## src/rtl/imm_encoder.sv

```systemverilog
// Two-stage RISC-V immediate encoder: scatters an immediate into a base instruction
// word by format, flags unrepresentable immediates, and counts errored words delivered.
module imm_encoder #(
  parameter int CNT_W = 8
) (
  input  logic             clk,
  input  logic             rst_n,
  input  logic             in_valid,
  output logic             in_ready,
  input  logic [3:0]       in_type,
  input  logic [31:0]      in_imm,
  input  logic [31:0]      in_base,
  output logic             out_valid,
  input  logic             out_ready,
  output logic [31:0]      out_instr,
  output logic             out_err,
  output logic [CNT_W-1:0] err_cnt
);

  // Format codes mirror the decode side's param.v definitions.
  localparam logic [3:0] I_type_ext = 4'd1;
  localparam logic [3:0] S_type_ext = 4'd2;
  localparam logic [3:0] B_type_ext = 4'd3;
  localparam logic [3:0] U_type_ext = 4'd4;
  localparam logic [3:0] J_type_ext = 4'd5;

  logic        s1_valid;
  logic [3:0]  s1_type;
  logic [31:0] s1_imm;
  logic [31:0] s1_base;
  logic        s1_err;
  logic        s2_valid;
  logic        s1_adv;
  logic        in_err;
  logic [31:0] pack_word;

  assign s1_adv    = !s2_valid || out_ready;
  assign in_ready  = !s1_valid || s1_adv;
  assign out_valid = s2_valid;

  // A sign-extended field is representable only if every bit above it copies its top bit.
  always_comb begin
    in_err = 1'b0;
    case (in_type)
      I_type_ext,
      S_type_ext: in_err = !((&in_imm[31:11]) || !(|in_imm[31:11]));
      B_type_ext: in_err = !((&in_imm[31:12]) || !(|in_imm[31:12])) || in_imm[0];
      U_type_ext: in_err = |in_imm[11:0];
      J_type_ext: in_err = !((&in_imm[31:20]) || !(|in_imm[31:20])) || in_imm[0];
      default:    in_err = 1'b1;
    endcase
  end

  always_comb begin
    pack_word = s1_base;
    case (s1_type)
      I_type_ext: pack_word[31:20] = s1_imm[11:0];
      S_type_ext: begin
        pack_word[31:25] = s1_imm[11:5];
        pack_word[11:7]  = s1_imm[4:0];
      end
      B_type_ext: begin
        pack_word[31]    = s1_imm[12];
        pack_word[7]     = s1_imm[11];
        pack_word[30:25] = s1_imm[10:5];
        pack_word[11:8]  = s1_imm[4:1];
      end
      U_type_ext: pack_word[31:12] = s1_imm[31:12];
      J_type_ext: begin
        pack_word[31]    = s1_imm[20];
        pack_word[19:12] = s1_imm[19:12];
        pack_word[20]    = s1_imm[11];
        pack_word[30:21] = s1_imm[10:1];
      end
      default: pack_word = s1_base;
    endcase
  end

  always_ff @(posedge clk or negedge rst_n) begin
    if (!rst_n) begin
      s1_valid <= 1'b0;
      s1_type  <= '0;
      s1_imm   <= '0;
      s1_base  <= '0;
      s1_err   <= 1'b0;
    end else if (in_ready) begin
      s1_valid <= in_valid;
      if (in_valid) begin
        s1_type <= in_type;
        s1_imm  <= in_imm;
        s1_base <= in_base;
        s1_err  <= in_err;
      end
    end
  end

  // Stage 2 only reloads when its word is leaving, so the output holds under backpressure.
  always_ff @(posedge clk or negedge rst_n) begin
    if (!rst_n) begin
      s2_valid  <= 1'b0;
      out_instr <= '0;
      out_err   <= 1'b0;
    end else if (s1_adv) begin
      s2_valid <= s1_valid;
      if (s1_valid) begin
        out_instr <= pack_word;
        out_err   <= s1_err;
      end
    end
  end

  always_ff @(posedge clk or negedge rst_n) begin
    if (!rst_n) begin
      err_cnt <= '0;
    end else if (s2_valid && out_ready && out_err && (err_cnt != {CNT_W{1'b1}})) begin
      err_cnt <= err_cnt + CNT_W'(1);
    end
  end

endmodule
```

## config.mk

```make
export PLATFORM = sky130hd
export DESIGN_NAME = imm_encoder
export DESIGN_NICKNAME = d
export VERILOG_FILES = /design/src/rtl/imm_encoder.sv
export SDC_FILE = /design/constraint.sdc
export NUM_CORES = 1
export LEC_CHECK = 0
export ABC_AREA = 0
export BUFFER_PORTS_ARGS = -buffer_cell sky130_fd_sc_hd__buf_2
export CAP_MARGIN = 20
export CORE_MARGIN = 5
export CORE_UTILIZATION = 35
export DETAILED_ROUTE_END_ITERATION = 10
export PLACE_DENSITY = 0.67
export SLEW_MARGIN = 40
export SYNTH_ARGS = -nofsm -noshare
export SYNTH_HDL_FRONTEND = slang
export SYNTH_SLANG_ARGS = --single-unit
```

## constraint.sdc

```tcl
create_clock -name clk -period 3 [get_ports clk]
set_input_delay 0.6 -clock clk [delete_from_list [all_inputs] [get_ports clk]]
set_output_delay 0.6 -clock clk [all_outputs]
set_load 0.05 [all_outputs]
```

==> flow_summary.ini <==
[status]
status = complete, no violations

[detailed_routing]
dr_total_vias = 3449
drt-total-wl_mm = 11.7
drtAntennaViolNets = 0
wl_per_cell_um = 17.2
post_drt_via_cell_ratio = 5.06
drt_iter0_drc = 172
drtPass1Iterations = 8
drc = 0

[clocking]
cts_root_buf = clkbuf_16
numCtsBuffers = 9
post-cts-setup-buffers = 0
cts_resized = 0
cts_hold_buf = 0
clkTransAtPathRegs_ns = 0.07
cts_tree = done
clockBufferDepth = 2
insertion_delay_ns = 0.34
cts.sinks = 112
htree_levels = 3

[power_and_ir_drop]
p_total_mw = 4.52
p_per_area_nw_per_um2 = 761
clock_power_share = 0.245
ir_worst_vdd_uv = 265
p_switching_mw = 1.68
intPower_mw = 2.83
p_seq_frac = 0.448
p_leak_nw = 2.68
netSwitchingFraction = 0.373
p_comb_frac = 0.307

[sta]
hold_violations = 0
finClkSkew_ns = 0.00766
slew_violations = 0
finalSetupViolCount = 0
maxSlewHeadroom = 0.515
period_minus_slack_ns = 2.02
fin_tns_setup_ns = 0
finalCritPeriodShare = 0.674
tightest_slew_ns = 0.727
max_freq_mhz = 495
rsz0062_at_grt = false

[cells_and_area]
fin_nets = 569
final_cells = 681
final_area_um2 = 5930
antennaDiodeCount = 0
drive_gt1_frac = 0.439
synthToLayoutAreaGrowth_pct = 22.1
post-route-util = 0.431

[setup_path]
crit_type = register to register
arrival_ns = 2.24
crit_path_max_fanout = 19
cp-end-kind = register
start_kind = register
cp.required_ns = 3.21

[yosys]
yosysMostFrequentCell = dfrtp_1
netlist.area_leader.share = 0.577
synthTopCellsByArea = dfrtp_1 58%, mux2_2 17%, nand2_1 2.8%
ys_seq_area_frac = 0.577
avgSynthCellArea_um2 = 12.7
synthCells = 383
synthesis.nets = 456
synth_cell_types = 43
ys_warn_count = 0
synth-seq-cells = 112
yosys.area.top_type = dfrtp_1
synth_edf_count = 0
ys.flop_type = dfrtp_1
ys_async_sr_fraction = 1.00
synth_common_cells = 112 x dfrtp_1, 73 x mux2_2, 36 x nand2_1
syn_area_um2 = 4860

[place]
gp_congestion = 0.857
port_buffers = 114
hpwlAfterDp_mm = 9.03
placed_area_um2 = 5660
dp_cells = 665

[global_route]
grtUsageTotal = 0.149
grt_pass1_vias = 3725
grt_first_pass_wirelength_mm = 19.2
grt_remaining_overflow = 0
grt_start_max_net_pins = 57
grt_antenna_before_repair = 0

[die]
core_region_area_um2 = 13800
top_level_ports = 115
rows = 43
die_w_um = 128
start_util = 0.353
die_h_um = 128
die-area_um2 = 16300

[run]
drv_cap = 0

[min_path]
hold_class = input port to asynchronous set/reset pin
==> cell families after synthesis <==
logic type               synth area share
AND/OR/NAND/NOR                    0.0953
adder cells (fa/ha/maj)           0.00257
multiplexers                        0.205
AO/OA/AOI/OAI                      0.0834
flip-flops                          0.577
buffers and inverters              0.0206
XOR/XNOR                           0.0162
==> state kept, by name, indices dropped and copies added (netlist names) <==
register,cells
s1_type,4
out_err,1
s1_imm,32
s1_base,32
out_valid,1
err_cnt,8
s1_err,1
out_instr,32
s1_valid,1
==> routing by layer <==
metal | global-route usage | routed length (um)
met1 | 0.186 | 4930
met2 | 0.246 | 5790
met3 | 0.0383 | 756
met4 | 0.0593 | 242
met5 | 0 | 0
==> critical path, stage by stage, from the launching register on <==
cell	delay, ns
dfrtp_1	0.65
a211oi_4	0.53
a21oi_2	0.16
a222oi_1	0.45
o21ai_1	0.10
==> through the flow <==
step | setup WS [ns] | hold WS [ns]
6_report | 0.979 | 0.149
2_1_floorplan | 0.647 | 0.304
3_5_place_dp | 0.854 | 0.466
5_1_grt | 0.920 | 0.169
3_3_place_gp | 0.889 | 0.466
4_1_cts | 1.05 | 0.151
==> path summary, 6_finish.rpt <==
| kind | startpoint | depth (start not counted) | slack [ns] | end |
|---|---|---|---|---|
| setup reg to reg | s1_type[2]$_DFFE_PN0P_ | 4 | 0.98 | out_instr[25]$_DFFE_PN0P_ |
| min in group clk | in_base[5] | 2 | 0.47 | s1_base[5]$_DFFE_PN0P_ |
| setup / recovery | s1_type[2]$_DFFE_PN0P_ | 4 | 0.98 | out_instr[25]$_DFFE_PN0P_ |
| hold / removal | rst_n | 1 | 0.15 | s1_imm[25]$_DFFE_PN0P_ |
| hold reg to reg | out_instr[17]$_DFFE_PN0P_ | 2 | 0.48 | out_instr[17]$_DFFE_PN0P_ |
| max in group asynchronous | rst_n | 2 | 2.10 | err_cnt[4]$_DFFE_PN0P_ |
==> power groups by stage <==
| stage | Combinational [mW] | Sequential (mW) | Clock [mW] |
|---|---|---|---|
| 6_report | 1.38 | 2.02 | 1.11 |
| 5_1_grt | 1.48 | 2.06 | 1.21 |
| 4_1_cts | 1.40 | 2.02 | 1.14 |
| 3_5_place_dp | 1.40 | 2.05 | 0 |
| 3_3_place_gp | 1.37 | 2.03 | 0 |
| 2_1_floorplan | 0.500 | 2.53 | 0 |
==> cells in the final DEF (no fill, tap or decap), types with 8 or more instances in the layout <==
cell / n
o21ai_0: 15
mux2_2: 73
a21oi_1: 9
o21ai_1: 11
buf_2: 113
mux2i_1: 13
nor2_1: 8
dfrtp_1: 112
nand3_1: 8
clkbuf_16: 9
nand2_1: 34
==> cell type report <==
class | count | area, um2
Clock buffer | 11 | 243
Clock inverter | 5 | 32.5
Fill cell | 1325 | 7840
Inverter | 3 | 11.3
Multi-Input combinational cell | 250 | 1960
Sequential cell | 112 | 2800
Tap cell | 180 | 225
Timing Repair Buffer | 120 | 656
Note: power is estimated with default switching activity, not from simulation.
